File: config.mk
export PLATFORM = sky130hd
export DESIGN_NAME = pipe_ctrl
export DESIGN_NICKNAME = d
export VERILOG_FILES = /design/src/rtl/cpu_pkg.sv /design/src/rtl/pipe_hazard_prio.sv /design/src/rtl/pipe_ctrl.sv
export SDC_FILE = /design/constraint.sdc
export NUM_CORES = 1
export LEC_CHECK = 0
export CAP_MARGIN = 20
export CORE_MARGIN = 1
export CORE_UTILIZATION = 29
export CTS_BUF_LIST = sky130_fd_sc_hd__clkbuf_16
export CTS_CLUSTER_DIAMETER = 200
export CTS_CLUSTER_SIZE = 10
export DETAILED_ROUTE_END_ITERATION = 16
export PLACE_DENSITY = 0.78
export SLEW_MARGIN = 10
export SYNTH_ARGS = -nofsm -noshare
export SYNTH_HDL_FRONTEND = slang
export SYNTH_SLANG_ARGS = --single-unit
File: constraint.sdc
create_clock -name clk -period 1.6 [get_ports clk]
set_input_delay 0.32 -clock clk [delete_from_list [all_inputs] [get_ports clk]]
set_output_delay 0.32 -clock clk [all_outputs]
set_load 0.05 [all_outputs]
File: src/rtl/cpu_pkg.sv
// Shared CPU definitions: word-address and exception-code widths, ISA
// exception codes, pipeline sequencer states and stage indices.
package cpu_pkg;

  localparam int unsigned WORD_ADDR_W = 30;
  localparam int unsigned ISA_EXP_W   = 3;

  localparam logic [ISA_EXP_W-1:0] ISA_EXP_NO_EXP      = 3'd0;
  localparam logic [ISA_EXP_W-1:0] ISA_EXP_EXT_INT     = 3'd1;
  localparam logic [ISA_EXP_W-1:0] ISA_EXP_UNDEF_INSN  = 3'd2;
  localparam logic [ISA_EXP_W-1:0] ISA_EXP_OVERFLOW    = 3'd3;
  localparam logic [ISA_EXP_W-1:0] ISA_EXP_MISS_ALIGN  = 3'd4;
  localparam logic [ISA_EXP_W-1:0] ISA_EXP_TRAP        = 3'd5;
  localparam logic [ISA_EXP_W-1:0] ISA_EXP_PRV_VIOLATE = 3'd6;

  localparam logic [WORD_ADDR_W-1:0] EXC_VECTOR_DFLT = 30'h0000_0100;

  // Bit positions of each stage within the packed stall/flush vectors.
  localparam int unsigned STG_IF  = 0;
  localparam int unsigned STG_ID  = 1;
  localparam int unsigned STG_EX  = 2;
  localparam int unsigned STG_MEM = 3;
  localparam int unsigned NSTG    = 4;

  typedef enum logic [1:0] {
    RUN  = 2'd0,
    EXC  = 2'd1,
    HALT = 2'd2
  } pipe_state_t;

endpackage

File: src/rtl/pipe_hazard_prio.sv
// Combinational priority encoder for the pipeline sequencer: turns the
// current hazard/event inputs and sequencer state into per-stage stall and
// flush controls, the fetch redirect, and which event was accepted.
module pipe_hazard_prio
  import cpu_pkg::*;
#(
  parameter int unsigned       ADDR_W     = WORD_ADDR_W,
  parameter logic [ADDR_W-1:0] EXC_VECTOR = EXC_VECTOR_DFLT
) (
  input  logic              rst_i,
  input  pipe_state_t       state_i,
  input  logic              busy_i,
  input  logic              exc_i,
  input  logic              eret_i,
  input  logic              br_i,
  input  logic              hazard_i,
  input  logic [ADDR_W-1:0] br_addr_i,
  input  logic [ADDR_W-1:0] epc_i,
  output logic [NSTG-1:0]   stall_o,
  output logic [NSTG-1:0]   flush_o,
  output logic              pc_load_o,
  output logic [ADDR_W-1:0] new_pc_o,
  output logic              take_exc_o,
  output logic              take_eret_o
);

  // Highest-priority active event decides the stage controls for this cycle.
  always_comb begin
    stall_o     = '0;
    flush_o     = '0;
    pc_load_o   = 1'b0;
    new_pc_o    = '0;
    take_exc_o  = 1'b0;
    take_eret_o = 1'b0;
    if (rst_i) begin
      flush_o = '1;
    end else if (state_i == HALT) begin
      flush_o   = '1;
      pc_load_o = 1'b1;
      new_pc_o  = EXC_VECTOR;
    end else if (busy_i) begin
      // Memory not ready: freeze everything, defer all redirects.
      stall_o = '1;
    end else if (exc_i) begin
      flush_o    = '1;
      pc_load_o  = 1'b1;
      new_pc_o   = EXC_VECTOR;
      take_exc_o = 1'b1;
    end else if (eret_i && (state_i == EXC)) begin
      flush_o     = '1;
      pc_load_o   = 1'b1;
      new_pc_o    = epc_i;
      take_eret_o = 1'b1;
    end else if (br_i) begin
      // Only the wrong-path fetch sitting in ID needs killing.
      flush_o[STG_ID] = 1'b1;
      pc_load_o       = 1'b1;
      new_pc_o        = br_addr_i;
    end else if (hazard_i) begin
      stall_o[STG_IF] = 1'b1;
      stall_o[STG_ID] = 1'b1;
      flush_o[STG_EX] = 1'b1;
    end
  end

endmodule

File: src/rtl/pipe_ctrl.sv
// Central pipeline sequencer for the IF/ID/EX/MEM pipeline: drives per-stage
// stall/flush, redirects fetch, and holds EPC/cause plus the RUN/EXC/HALT
// exception-nesting state.
module pipe_ctrl
  import cpu_pkg::*;
#(
  parameter int unsigned       ADDR_W     = WORD_ADDR_W,
  parameter int unsigned       EXP_W      = ISA_EXP_W,
  parameter logic [ADDR_W-1:0] EXC_VECTOR = EXC_VECTOR_DFLT
) (
  input  logic              clk,
  input  logic              rst,
  input  logic              if_busy,
  input  logic              mem_busy,
  input  logic              ld_hazard,
  input  logic              br_taken,
  input  logic [ADDR_W-1:0] br_addr,
  input  logic              id_en,
  input  logic              mem_en,
  input  logic [ADDR_W-1:0] mem_pc,
  input  logic [EXP_W-1:0]  mem_exp_code,
  input  logic              mem_eret,
  output logic              if_stall,
  output logic              id_stall,
  output logic              ex_stall,
  output logic              mem_stall,
  output logic              if_flush,
  output logic              id_flush,
  output logic              ex_flush,
  output logic              mem_flush,
  output logic              pc_load,
  output logic [ADDR_W-1:0] new_pc,
  output logic [ADDR_W-1:0] epc,
  output logic [EXP_W-1:0]  exp_cause,
  output logic [1:0]        state_o
);

  pipe_state_t       state_q, state_d;
  logic [ADDR_W-1:0] epc_q, epc_d;
  logic [EXP_W-1:0]  cause_q, cause_d;

  logic              busy, exc, eret, br;
  logic [NSTG-1:0]   stall, flush;
  logic              take_exc, take_eret;

  assign busy = if_busy | mem_busy;
  assign exc  = mem_en & (mem_exp_code != EXP_W'(ISA_EXP_NO_EXP));
  assign eret = mem_en & mem_eret;
  assign br   = id_en & br_taken;

  pipe_hazard_prio #(
    .ADDR_W     (ADDR_W),
    .EXC_VECTOR (EXC_VECTOR)
  ) u_prio (
    .rst_i       (rst),
    .state_i     (state_q),
    .busy_i      (busy),
    .exc_i       (exc),
    .eret_i      (eret),
    .br_i        (br),
    .hazard_i    (ld_hazard),
    .br_addr_i   (br_addr),
    .epc_i       (epc_q),
    .stall_o     (stall),
    .flush_o     (flush),
    .pc_load_o   (pc_load),
    .new_pc_o    (new_pc),
    .take_exc_o  (take_exc),
    .take_eret_o (take_eret)
  );

  assign if_stall  = stall[STG_IF];
  assign id_stall  = stall[STG_ID];
  assign ex_stall  = stall[STG_EX];
  assign mem_stall = stall[STG_MEM];
  assign if_flush  = flush[STG_IF];
  assign id_flush  = flush[STG_ID];
  assign ex_flush  = flush[STG_EX];
  assign mem_flush = flush[STG_MEM];

  assign epc       = epc_q;
  assign exp_cause = cause_q;
  assign state_o   = state_q;

  // Exception nesting: first exception saves EPC/cause, a nested one halts
  // without touching them; ERET in EXC returns to RUN.
  always_comb begin
    state_d = state_q;
    epc_d   = epc_q;
    cause_d = cause_q;
    if (take_exc) begin
      if (state_q == RUN) begin
        state_d = EXC;
        epc_d   = mem_pc;
        cause_d = mem_exp_code;
      end else begin
        state_d = HALT;
      end
    end else if (take_eret) begin
      state_d = RUN;
    end
  end

  // Sequencer state and exception registers.
  always_ff @(posedge clk) begin
    if (rst) begin
      state_q <= RUN;
      epc_q   <= '0;
      cause_q <= EXP_W'(ISA_EXP_NO_EXP);
    end else begin
      state_q <= state_d;
      epc_q   <= epc_d;
      cause_q <= cause_d;
    end
  end

endmodule

* After elaboration in Yosys (flattened, before gate mapping)
Index checks and enable logic that the tools add are counted.
Storage, ports and cells: output and inout port bits 74, logic and storage cells 53, register bits after elaboration 35, input bits 72
Operators by class: equality and inequality tests 2, bitwise logic cells 4, reductions and logical operators 5, multiplexer cells 39
Operator list (number):
- two-way mux 30 bit | 6
- two-way mux 4 bit | 6
- two-way mux 2 bit | 10
- two-way mux 1 bit | 17
- bitwise AND 1 bit | 3
- nonzero test 3 bit | 1
- == test 2 x 1 -> 1 bit (second input constant) | 1
- == test 2 bit (second input constant) | 1
- zero test 2 bit | 1
- AND reduction 2 bit | 1
- nonzero test 2 bit | 1
- logical AND 1 bit | 1
- bitwise OR 1 bit | 1

* Depth between registers and ports, before layout
Gate-level depths: netlist of the first run.
depth in word-level cells 9, mapped depth 6, gate-level depth less buffers 5

* Cells and area by module
Synthesis of the first run repeated with hierarchy kept, for this count alone.
Unflattened totals: cells, all modules 259, area total of the unflattened synthesis 2112.0 µm²
By module, submodules not included:
- pipe_ctrl | sequential area each 700.7 µm², area an instance 1360.1 µm², cells each 158, times used 1
- pipe_hazard_prio | sequential area each 0.0 µm², area an instance 752.0 µm², cells each 101, times used 1

* Worst setup path before layout of the first run
Ideal clock, no wire load.
path type flip-flop to output port, start reg state_q[1] (netlist: state_o[1]), end out if_stall, buffers on the path 1, required time 1280 ps, arrival time 2698 ps, slack -1418 ps, cell stages (with the launch flop) 7, path through dfxtp_1 > and4b_1 > o21ai_1 > nor2b_1 > inv_2 > a21oi_1 > buf_4
Between the ends: longest elaborated chain between the ends 7, elaborated cells on any way between the ends 8, those cells by class 2 x eq/ne; 5 x mux; 1 x reduce/logical
RTL lines:
- start, declared | RTL line pipe_ctrl.sv:38 | pipe_state_t state_q, state_d;
- start signal, assigned | RTL line pipe_ctrl.sv:111 | state_q <= state_d;
- == test 2 x 1 -> 1 bit | RTL line pipe_hazard_prio.sv:49 | end else if (eret_i && (state_i == EXC)) begin
- logical AND 1 bit | RTL line pipe_hazard_prio.sv:49
- two-way mux 2 bit | RTL line pipe_hazard_prio.sv:49
- two-way mux 2 bit | RTL line pipe_hazard_prio.sv:44 | end else if (exc_i) begin
- two-way mux 2 bit | RTL line pipe_hazard_prio.sv:41 | end else if (busy_i) begin
- two-way mux 4 bit (*) | RTL line pipe_hazard_prio.sv:37 | end else if (state_i == HALT) begin
- two-way mux 4 bit (*) | RTL line pipe_hazard_prio.sv:35 | if (rst_i) begin
- end, declared | RTL line pipe_ctrl.sv:23 | output logic if_stall,
Mark *: on every way between the ends. The rest lies on a longest branch, timed or not.

* Worst setup path in the final report of the first run
start reg state_q[1] (netlist: state_o[1]), end out new_pc[11]
Between the ends: longest elaborated chain between the ends 7, elaborated cells on any way between the ends 8, those cells by class 2 x eq/ne; 5 x mux; 1 x reduce/logical
RTL lines:
- == test 2 x 1 -> 1 bit | RTL line pipe_hazard_prio.sv:49
- logical AND 1 bit | RTL line pipe_hazard_prio.sv:49
- two-way mux 30 bit | RTL line pipe_hazard_prio.sv:49
- two-way mux 30 bit | RTL line pipe_hazard_prio.sv:44
- two-way mux 30 bit | RTL line pipe_hazard_prio.sv:41
- two-way mux 30 bit (*) | RTL line pipe_hazard_prio.sv:37
- two-way mux 30 bit (*) | RTL line pipe_hazard_prio.sv:35
- end, declared | RTL line pipe_ctrl.sv:32 | output logic [ADDR_W-1:0] new_pc,
Marks and branches as above.

==> results of run 1 <==
## sequential cells by signal (all words and copies together), names as in the netlist
name       count
exp_cause      3
state_o        2
epc           30
## through the flow
stage	std cells	TNS (ns)	hold slack (ns)
detailed placement	436	-41.77	0.453
global placement	436	-38.46	0.446
CTS	458	-22.84	0.460
finish	464	-20.94	0.322
floorplan	214	-11.13	0.456
global route	464	-23.73	0.334
## repair_timing
| action | 4_1_cts | 5_1_grt |
|---|---|---|
| endpoints found under the setup margin | 73 | 72 |
| endpoints found under the hold margin | 0 | 0 |
| pin swaps | 33 | 7 |
| buffers inserted | 10 | 5 |
| gates resized for setup | 40 | 29 |
| gates cloned | 5 | 2 |
## cells in the final DEF, fill, tap and decap left out, types with 2 or more instances in the layout
cell type        synthesis  final
nor2_4                   1      2
inv_1                    1      3
buf_12                   0     47
buf_6                    1     16
nor4_4                   0      2
buf_16                   0      3
a22o_4                   0     29
dlygate4sd2_1            0      3
dlymetal6s2s_1           0      2
nand2_1                 70     68
dfxtp_1                 35     33
nand2b_4                 0      2
dfxtp_4                  0      2
a21oi_1                 35     33
buf_4                    4     47
clkbuf_2                 0      4
clkbuf_16                0      8
nand2_4                  0      2
buf_8                    0      3
clkdlybuf4s50_1          0     61
## synth_stat cells
| master | instances | area [um2] |
|---|---|---|
| nand2_1 | 70 | 263 |
| a21oi_1 | 35 | 175 |
| dfxtp_1 | 35 | 701 |
| a22o_1 | 29 | 254 |
| buf_2 | 10 | 50.1 |
| clkbuf_1 | 5 | 18.8 |
| buf_4 | 4 | 30.0 |
| nor2_1 | 2 | 7.51 |
| nor3_1 | 2 | 10.0 |
| nor4_2 | 2 | 25.0 |
| a311oi_1 | 1 | 8.76 |
| a31oi_1 | 1 | 6.26 |
| and2_1 | 1 | 6.26 |
| and3_1 | 1 | 6.26 |
| and4b_1 | 1 | 10.0 |
| buf_6 | 1 | 11.3 |
| inv_1 | 1 | 3.75 |
| inv_2 | 1 | 3.75 |
| nand2b_1 | 1 | 6.26 |
| nand2b_2 | 1 | 8.76 |
| nand3_1 | 1 | 5.00 |
| nand3_2 | 1 | 10.0 |
| nand4_1 | 1 | 6.26 |
| nor2_4 | 1 | 11.3 |
| nor2b_1 | 1 | 6.26 |
| nor3b_1 | 1 | 7.51 |
| o21ai_1 | 1 | 5.00 |
| o31a_1 | 1 | 8.76 |
| o31ai_1 | 1 | 7.51 |
| o41ai_1 | 1 | 8.76 |
## cells by family (layout without fill, tap and decap cells)
kind of cell	count (synthesis)	after routing	share of synthesized area [%]
AND/OR/NAND/NOR	87	87	23.1
AO/OA/AOI/OAI	70	70	28.2
flip-flops	35	35	41.7
buffers and inverters	22	200	6.99
## final timing paths
check / start / endpoint / slack (ns) / cells past startpoint
worst min register to register: exp_cause[0]$_SDFFE_PP0P_ / exp_cause[0]$_SDFFE_PP0P_ / 0.45 / 2
worst max-delay path: state_o[1]$_SDFFE_PP0P_ / new_pc[11] / -0.60 / 8
worst max register to register: state_o[1]$_SDFFE_PP0P_ / state_o[0]$_SDFFE_PP0P_ / 0.08 / 7
worst min-delay path: mem_exp_code[1] / exp_cause[1]$_SDFFE_PP0P_ / 0.32 / 3
## power by group through the flow
stage	Clock (mW)	Combinational (mW)	Sequential, mW
after floorplan	0	0.191	0.984
after global placement	0	0.616	0.924
after detailed placement	0	0.629	0.925
after CTS	0.901	0.659	0.907
after global routing	0.955	0.716	0.909
final	0.889	0.688	0.908
## cell type report
cell class	count	area (um2)	share of cell area [%]
Tap cell	72	90.1	1.96
Sequential cell	35	708	15.4
Clock inverter	3	12.5	0.273
Timing Repair Buffer	190	2370	51.6
Inverter	2	10.0	0.218
Multi-Input combinational cell	157	1270	27.7
Clock buffer	5	125	2.73
## worst min-delay path, cell delays in order
cell and delay [ns]:
clkbuf_2 0.10, nand2_1 0.06, a21oi_1 0.05
## routing by layer
metal	global-route usage, %	vias to the layer above	wire, um
li1	-	1112	-
met1	27.5	1143	2970
met2	48.4	107	4590
met3	6.16	12	552
met4	6.85	0	133
met5	0	-	0
==> results.sh, run 1 <==
export IMPL_cts_path_max_buffers=2
export IMPL_fin_util_pct=82.8
export IMPL_dieArea_mm2=0.00611
export IMPL_grt_pass1_vias=2458
export IMPL_start_util_pct=30.4
export IMPL_finalCritPeriodShare_pct=137
export IMPL_pwr_share_clk_pct=35.8
export IMPL_io_pins=146
export IMPL_drt_iter0_drc=65
export IMPL_yosysSeqAreaShare_pct=41.7
export IMPL_cp_top_family="buffers and inverters"
export IMPL_grt_pass1_wl_um=12000
export IMPL_drc_errors=0
export IMPL_total_power_mw=2.48
export IMPL_cts_tree="built"
export IMPL_synth_cells=214
export IMPL_path_clk_slew_ns=0.05
export IMPL_cp_required_ns=1.28
export IMPL_finalMaxSlewViolations=0
export IMPL_cp_end_kind="output pin"
export IMPL_pre_cts_ws_ns=-0.821
export IMPL_worst_pin_slew_ns=0.360
export IMPL_hold_viol_final=0
export IMPL_first_pass_iters=4
export IMPL_path_buf_inv=4
export IMPL_max_clock_freq_mhz=455
export IMPL_cts_made_buffers=5
export IMPL_sequentialPowerShare_pct=36.5
export IMPL_globalplace_congestion=0.746
export IMPL_setup_violations=39
export IMPL_finClkSkew_ns=0.00353
export IMPL_power_frac_comb_pct=27.7
export IMPL_cp_max_fo=7
export IMPL_drive_above_1_share_pct=45.9
export IMPL_arrival_ns=1.88
export IMPL_rows=27
export IMPL_placed_cell_area_mm2=0.00402
export IMPL_syn_area_mm2=0.00168
export IMPL_critPathMaxStageDelay_ns=0.35
export IMPL_switchingPower_mw=0.675
export IMPL_synthToLayoutAreaGrowth_pct=173
export IMPL_die_height_um=78.2
export IMPL_ant_nets=0
export IMPL_cts_root_buffer="clkbuf_16"
export IMPL_dp_hpwl_um=5440
export IMPL_p_sw_share_pct=27.2
export IMPL_die_w_um=78.2
export IMPL_antenna_cells=0
export IMPL_crit_chain="and4b_1 -> buf_4 -> nand2_4 -> nor4_4 -> buf_6 -> buf_8 -> a22o_4 -> buf_12"
export IMPL_cts_sinks=35
export IMPL_power_density_mw_per_mm2=542
export IMPL_slew_headroom_pct=75.9
export IMPL_via_per_inst=5.12
export IMPL_n_fill_cell=323
export IMPL_vias=2374
export IMPL_track_usage_pct=25.4
export IMPL_crit_slowest_cell="dfxtp_4"
export IMPL_routedWlPerCell_um=17.8
export IMPL_max_cap_violations=0
export IMPL_io_buffers=145
export IMPL_fin_ws_ns=-0.600
export IMPL_finalNetCount=463
export IMPL_grt_overflow=0
export IMPL_vdd_drop_max_uv=493
export IMPL_avgSynthCellArea_um2=7.86
export IMPL_critPathLaunchType="register"
export IMPL_stdcell_area_mm2=0.00459
export IMPL_violations="negative setup slack"
export IMPL_holdBufCountCts=0
export IMPL_path_class="register to output pin"
export IMPL_synth_nets=286
export IMPL_internal_power_mw=1.81
export IMPL_fin_crit_ns=2.20
export IMPL_status="complete, but fails checks"
export IMPL_clk_latency_ns=0.27
export IMPL_cts_htree_levels=2
export IMPL_grt_setup_unrepaired="yes"
export IMPL_p_leak_nw=1.94
export IMPL_core_mm2=0.00554
export IMPL_antenna_found_initial=0
export IMPL_ys_warn_count=0
export IMPL_grt_max_degree=39
export IMPL_routed_wl_um=8240
export IMPL_yosys_cell_types_count=30
export IMPL_hp_class="input pin to register"
export IMPL_ys_ff_latch=35
No activity file was read; power rests on OpenSTA's default activity.
==> run 2: changes to the inputs <==
--- a/config.mk
+++ b/config.mk
@@ -13,6 +13,7 @@
 export CTS_CLUSTER_SIZE = 10
 export DETAILED_ROUTE_END_ITERATION = 16
 export PLACE_DENSITY = 0.78
+export SETUP_SLACK_MARGIN = 0.1
 export SLEW_MARGIN = 10
 export SYNTH_ARGS = -nofsm -noshare
 export SYNTH_HDL_FRONTEND = slang
==> run 2 against run 1 <==
Compared with the run above: the flow still finishes with violations (negative setup slack); fmax is 3.1% lower; final cell count is 2.4% higher; first-iteration DRC count is 88% higher; power is 7.9% higher; clock power is 12% higher; register-to-register slack worse by 0.12 ns; combinational power is 12% higher; highest routed layer unchanged.
==> results.sh, run 2 (same netlist as run 1, synthesis figures left out) <==
export IMPL_hold_viol_final=0
export IMPL_grt_busiest_layer="met2"
export IMPL_finalCritPeriodShare_pct=142
export IMPL_die_w_um=78.2
export IMPL_crit_cells=8
export IMPL_max_cap_violations=0
export IMPL_first_pass_iters=4
export IMPL_finalNetCount=474
export IMPL_cts_htree_levels=2
export IMPL_finClkSkew_ns=0.00995
export IMPL_critPathMaxStageDelay_ns=0.37
export IMPL_path_class="register to output pin"
export IMPL_dieArea_mm2=0.00611
export IMPL_path_clk_slew_ns=0.07
export IMPL_path_buf_inv=5
export IMPL_cts_root_buffer="clkbuf_16"
export IMPL_grt_pass1_wl_um=14100
export IMPL_grt_use_met3_pct=6.51
export IMPL_cp_required_ns=1.28
export IMPL_vias=2621
export IMPL_globalplace_congestion=0.724
export IMPL_crit_slowest_cell="dfxtp_4"
export IMPL_met1_usage_pct=30.9
export IMPL_cts_tree="built"
export IMPL_pre_cts_ws_ns=-0.746
export IMPL_start_util_pct=30.4
export IMPL_cts_made_buffers=5
export IMPL_met2_usage_pct=59.5
export IMPL_worstHoldPathCells=3
export IMPL_die_height_um=78.2
export IMPL_power_density_mw_per_mm2=535
export IMPL_p_leak_nw=2.13
export IMPL_total_power_mw=2.68
export IMPL_grt_max_degree=39
export IMPL_io_pins=146
export IMPL_grt_pass1_vias=2764
export IMPL_clk_latency_ns=0.29
export IMPL_dp_hpwl_um=5160
export IMPL_cts_path_max_buffers=2
export IMPL_grt_overflow=0
export IMPL_fin_ws_ns=-0.671
export IMPL_fin_crit_ns=2.27
export IMPL_antenna_found_initial=0
export IMPL_io_buffers=145
export IMPL_worst_r2r_cell_count=8
export IMPL_synthToLayoutAreaGrowth_pct=198
export IMPL_cts_sinks=35
export IMPL_max_clock_freq_mhz=440
export IMPL_drc_errors=0
export IMPL_critPathLaunchType="register"
export IMPL_finalMaxSlewViolations=0
export IMPL_via_per_inst=5.52
export IMPL_arrival_ns=1.95
export IMPL_core_mm2=0.00554
export IMPL_violations="negative setup slack"
export IMPL_ant_nets=0
export IMPL_status="complete, but fails checks"
export IMPL_routed_wl_um=10400
export IMPL_mostFrequentLayoutCell="clkdlybuf4s50_1"
export IMPL_slew_headroom_pct=68.2
export IMPL_antenna_cells=0
export IMPL_drt_iter0_drc=122
export IMPL_largest_reg_flops=30
export IMPL_drive_above_1_share_pct=62.0
export IMPL_routedWlPerCell_um=21.9
export IMPL_hp_class="input pin to register"
export IMPL_rows=27
export IMPL_most_common_layout_cells="clkdlybuf4s50_1, buf_12, buf_4"
export IMPL_place_inst=434
export IMPL_fin_cells=475
export IMPL_setup_violations=46
export IMPL_cp_end_kind="output pin"
export IMPL_crit_chain="and4b_1 -> buf_6 -> nor4_4 -> buf_4 -> buf_12 -> buf_12 -> a22o_4 -> buf_12"
export IMPL_grt_setup_unrepaired="yes"
export IMPL_vdd_drop_max_uv=486
export IMPL_cp_max_fo=6
export IMPL_cpMostUsedCell="buf_12"
export IMPL_track_usage_pct=30.5
export IMPL_worst_pin_slew_ns=0.477
export IMPL_cp_top_family="buffers and inverters"
-- run 2: cell types whose count changed in the layout (fill, tap and decap cells not counted), sizes merged --
cell,delta
clkdlybuf4s15,+1
buf,+13
inv,-1
clkinv,-1
clkinvlp,+2
clkbuf,-4
bufbuf,+1
-- run 2: per-stage QoR --
stage / hold WS [ns] / util (%) / instance area, um2 / TNS [ns]
finish: 0.285 / 90.5 / 5020 / -23.72
global route: 0.291 / 90.5 / 5020 / -27.61
CTS: 0.275 / 86.9 / 4810 / -22.94
detailed placement: 0.450 / 71.8 / 3980 / -39.68
global placement: 0.444 / 71.8 / 3980 / -37.37
floorplan: 0.456 / - / 1990 / -11.13
-- run 2: repair_timing --
item / CTS / global route
hold buffers: 0 / 0
cloned: 8 / 2
endpoints found under the setup margin: 73 / 73
gates resized for setup: 102 / 54
buffers inserted: 20 / 10
pin swaps: 49 / 20
-- run 2: area by class of cell --
cell class              instances  area, um2
well taps                      72       90.1
inverters                       2       10.0
fillers                       202        524
flip-flops and latches         35        708
clock buffers                   5        125
repair buffers                201       2540
clock inverters                 3       23.8
multi-input cells             157       1520
-- run 2: tightest hold or removal path: stages --
cell and delay, ns:
buf_6 0.10, nand2_2 0.07, a21oi_2 0.04
-- run 2: metal layers --
layer	vias to the layer above	share of wire [%]
met5	-	0
met4	0	2.7
met1	1301	36
li1	1130	-
met2	159	54
met3	31	7.0
-- run 2: final timing paths --
| kind | startpoint | slack, ns | endpoint |
|---|---|---|---|
| max | state_o[1]$_SDFFE_PP0P_ | -0.67 | new_pc[20] |
| min | mem_exp_code[1] | 0.29 | exp_cause[1]$_SDFFE_PP0P_ |
| max reg2reg | state_o[1]$_SDFFE_PP0P_ | -0.04 | epc[23]$_SDFFE_PP0P_ |
| min reg2reg | exp_cause[0]$_SDFFE_PP0P_ | 0.50 | exp_cause[0]$_SDFFE_PP0P_ |
-- run 2: power by group --
part	switching [mW]	total [mW]	leakage (nW)	internal [mW]
combinational	0.376	0.770	1.77	0.394
clock	0.420	1.00	0.0664	0.583
sequential	0.0214	0.909	0.284	0.887
==> run 3: changes to the inputs <==
--- a/config.mk
+++ b/config.mk
@@ -12,9 +12,9 @@
 export CTS_CLUSTER_DIAMETER = 200
 export CTS_CLUSTER_SIZE = 10
 export DETAILED_ROUTE_END_ITERATION = 16
+export MAX_ROUTING_LAYER = met4
 export PLACE_DENSITY = 0.78
 export SETUP_SLACK_MARGIN = 0.1
-export SLEW_MARGIN = 10
 export SYNTH_ARGS = -nofsm -noshare
 export SYNTH_HDL_FRONTEND = slang
 export SYNTH_SLANG_ARGS = --single-unit
==> run 3 against run 2 <==
Compared with the run above: the run still ends with negative setup slack left; global-route usage up 0.82 points; non-clock buffer count rose by 1; clock-buffer cell count is the same; final cell count increased by 0.21%; setup slack lost 0.064 ns; routed wire length up 8.3%; combinational power up 1%; sequential share of layout area shrank 0.091 points; largest cell class unchanged; highest routed layer unchanged.
==> results.sh, run 3 (same netlist as run 1, synthesis figures left out) <==
export IMPL_path_clk_slew_ns=0.06
export IMPL_worstHoldPathCells=3
export IMPL_cts_path_max_buffers=2
export IMPL_status="complete, but fails checks"
export IMPL_worst_r2r_cell_count=7
export IMPL_grt_setup_unrepaired="yes"
export IMPL_grt_max_degree=39
export IMPL_timing_rr_end="state_o[0]$_SDFFE_PP0P_"
export IMPL_switchingPower_mw=0.838
export IMPL_pwr_share_clk_pct=37.5
export IMPL_antenna_found_initial=0
export IMPL_largest_reg_flops=30
export IMPL_finalMaxSlewViolations=0
export IMPL_r2r_slack_ns=-0.07
export IMPL_finClkSkew_ns=0.00627
export IMPL_internal_power_mw=1.87
export IMPL_first_pass_iters=4
export IMPL_cts_tree="built"
export IMPL_drc_errors=0
export IMPL_core_mm2=0.00554
export IMPL_finalNetCount=475
export IMPL_grt_overflow=0
export IMPL_io_buffers=145
export IMPL_path_class="register to output pin"
export IMPL_max_clock_freq_mhz=428
export IMPL_r2r_start="state_o[1]$_SDFFE_PP0P_"
export IMPL_drt_iter0_drc=120
export IMPL_violations="negative setup slack"
export IMPL_placed_cell_area_mm2=0.00398
export IMPL_power_frac_comb_pct=28.9
export IMPL_cp_end_kind="output pin"
export IMPL_slew_headroom_pct=67.9
export IMPL_cp_required_ns=1.28
export IMPL_vdd_drop_max_uv=491
export IMPL_track_usage_pct=31.3
export IMPL_rows=27
export IMPL_worst_pin_slew_ns=0.482
export IMPL_die_w_um=78.2
export IMPL_seq_area_um2=708
export IMPL_grt_pass1_wl_um=14100
export IMPL_min_delay_start="mem_exp_code[0]"
export IMPL_grt_pass1_vias=2763
export IMPL_pre_cts_ws_ns=-0.746
export IMPL_holdPathEnd="exp_cause[0]$_SDFFE_PP0P_"
export IMPL_setup_violations=66
export IMPL_holdBufCountCts=0
export IMPL_clk_latency_ns=0.29
export IMPL_sequentialPowerShare_pct=33.6
export IMPL_p_sw_share_pct=31.0
export IMPL_fin_ws_ns=-0.735
export IMPL_hp_class="input pin to register"
export IMPL_most_common_layout_cells="clkdlybuf4s50_1, buf_12, buf_4"
export IMPL_cts_sinks=35
export IMPL_hold_viol_final=0
export IMPL_cts_root_buffer="clkbuf_16"
export IMPL_ant_nets=0
export IMPL_dieArea_mm2=0.00611
export IMPL_die_height_um=78.2
export IMPL_synthToLayoutAreaGrowth_pct=200
export IMPL_vias=2611
export IMPL_start_util_pct=30.4
export IMPL_cts_htree_levels=2
export IMPL_antenna_cells=0
export IMPL_p_leak_nw=2.14
export IMPL_globalplace_congestion=0.733
export IMPL_cts_made_buffers=5
export IMPL_stdcell_area_mm2=0.00505
export IMPL_routed_wl_um=11300
export IMPL_max_cap_violations=0
export IMPL_fin_crit_ns=2.33
export IMPL_power_density_mw_per_mm2=535
export IMPL_arrival_ns=2.01
export IMPL_critPathLaunchType="register"
export IMPL_mostFrequentLayoutCell="clkdlybuf4s50_1"
export IMPL_via_per_inst=5.49
export IMPL_dp_hpwl_um=5160
export IMPL_drive_above_1_share_pct=62.1
export IMPL_n_fill_cell=198
export IMPL_finalCritPeriodShare_pct=146
export IMPL_io_pins=146
export IMPL_routedWlPerCell_um=23.7
export IMPL_cp_max_fo=6
export IMPL_multiInputGateArea_mm2=0.00152
-- run 3: changes by cell type in the layout (fill, tap and decap cells not counted), sizes merged --
cell | previous run | this run
clkbuf | 8 | 9
-- run 3: power by group through the flow --
stage,Sequential (mW),Clock [mW],Combinational (mW)
6_report,0.909,1.01,0.781
5_1_grt,0.910,1.05,0.801
4_1_cts,0.906,0.978,0.717
3_5_place_dp,0.925,0,0.622
3_3_place_gp,0.924,0,0.613
2_1_floorplan,0.984,0,0.191
-- run 3: layout make-up --
class | instances | share of cell area [%]
inverter | 2 | 0.198
clock inverter | 3 | 0.471
timing repair buffer | 202 | 51.0
sequential | 35 | 14.0
tap | 72 | 1.78
multi-input combinational | 157 | 30.1
clock buffer | 5 | 2.48
-- run 3: worst max path at each step --
stage,depth (start not counted),slack [ns],start,to
floorplan,6,-0.44,mem_exp_code[2],if_stall
global placement,6,-0.70,mem_exp_code[0],new_pc[9]
detailed placement,7,-0.75,mem_busy,new_pc[3]
CTS,8,-0.67,state_o[0]$_SDFFE_PP0P_,new_pc[3]
global route,8,-0.77,state_o[1]$_SDFFE_PP0P_,new_pc[3]
finish,8,-0.73,state_o[1]$_SDFFE_PP0P_,new_pc[22]
-- run 3: what timing repair did --
item                                   4_1_cts  5_1_grt
setup endpoints to repair                   73       73
endpoints found under the hold margin        0        0
setup buffers                               20       10
gates cloned                                 8        3
pin swaps                                   49       21
resized for setup                          102       55
-- run 3: metal layers --
metal | GRT usage [%] | wire (um) | vias up
met3 | 5.70 | 699 | 43
met2 | 59.6 | 6110 | 168
met5 | - | 0 | -
li1 | - | - | 1133
met1 | 31.2 | 3990 | 1267
met4 | 12.6 | 468 | 0
-- run 3: critical path, cell delays in order, from the launching register on --
cell	delay [ns]
dfxtp_4	0.36
and4b_1	0.32
buf_6	0.12
nand2_4	0.06
nor4_4	0.23
buf_6	0.20
clkbuf_16	0.17
a22o_4	0.13
buf_12	0.13
-- run 3: metrics by stage --
stage | TNS, ns | total power [mW] | instances | utilization [%] | hold WS, ns
6_report | -26.56 | 2.70 | 476 | 91.1 | 0.285
5_1_grt | -29.11 | 2.76 | 476 | 91.1 | 0.284
4_1_cts | -22.94 | 2.60 | 469 | 86.9 | 0.275
3_5_place_dp | -39.68 | 1.55 | 434 | 71.8 | 0.450
3_3_place_gp | -37.37 | 1.54 | 434 | 71.8 | 0.444
2_1_floorplan | -11.13 | 1.17 | 214 | - | 0.456
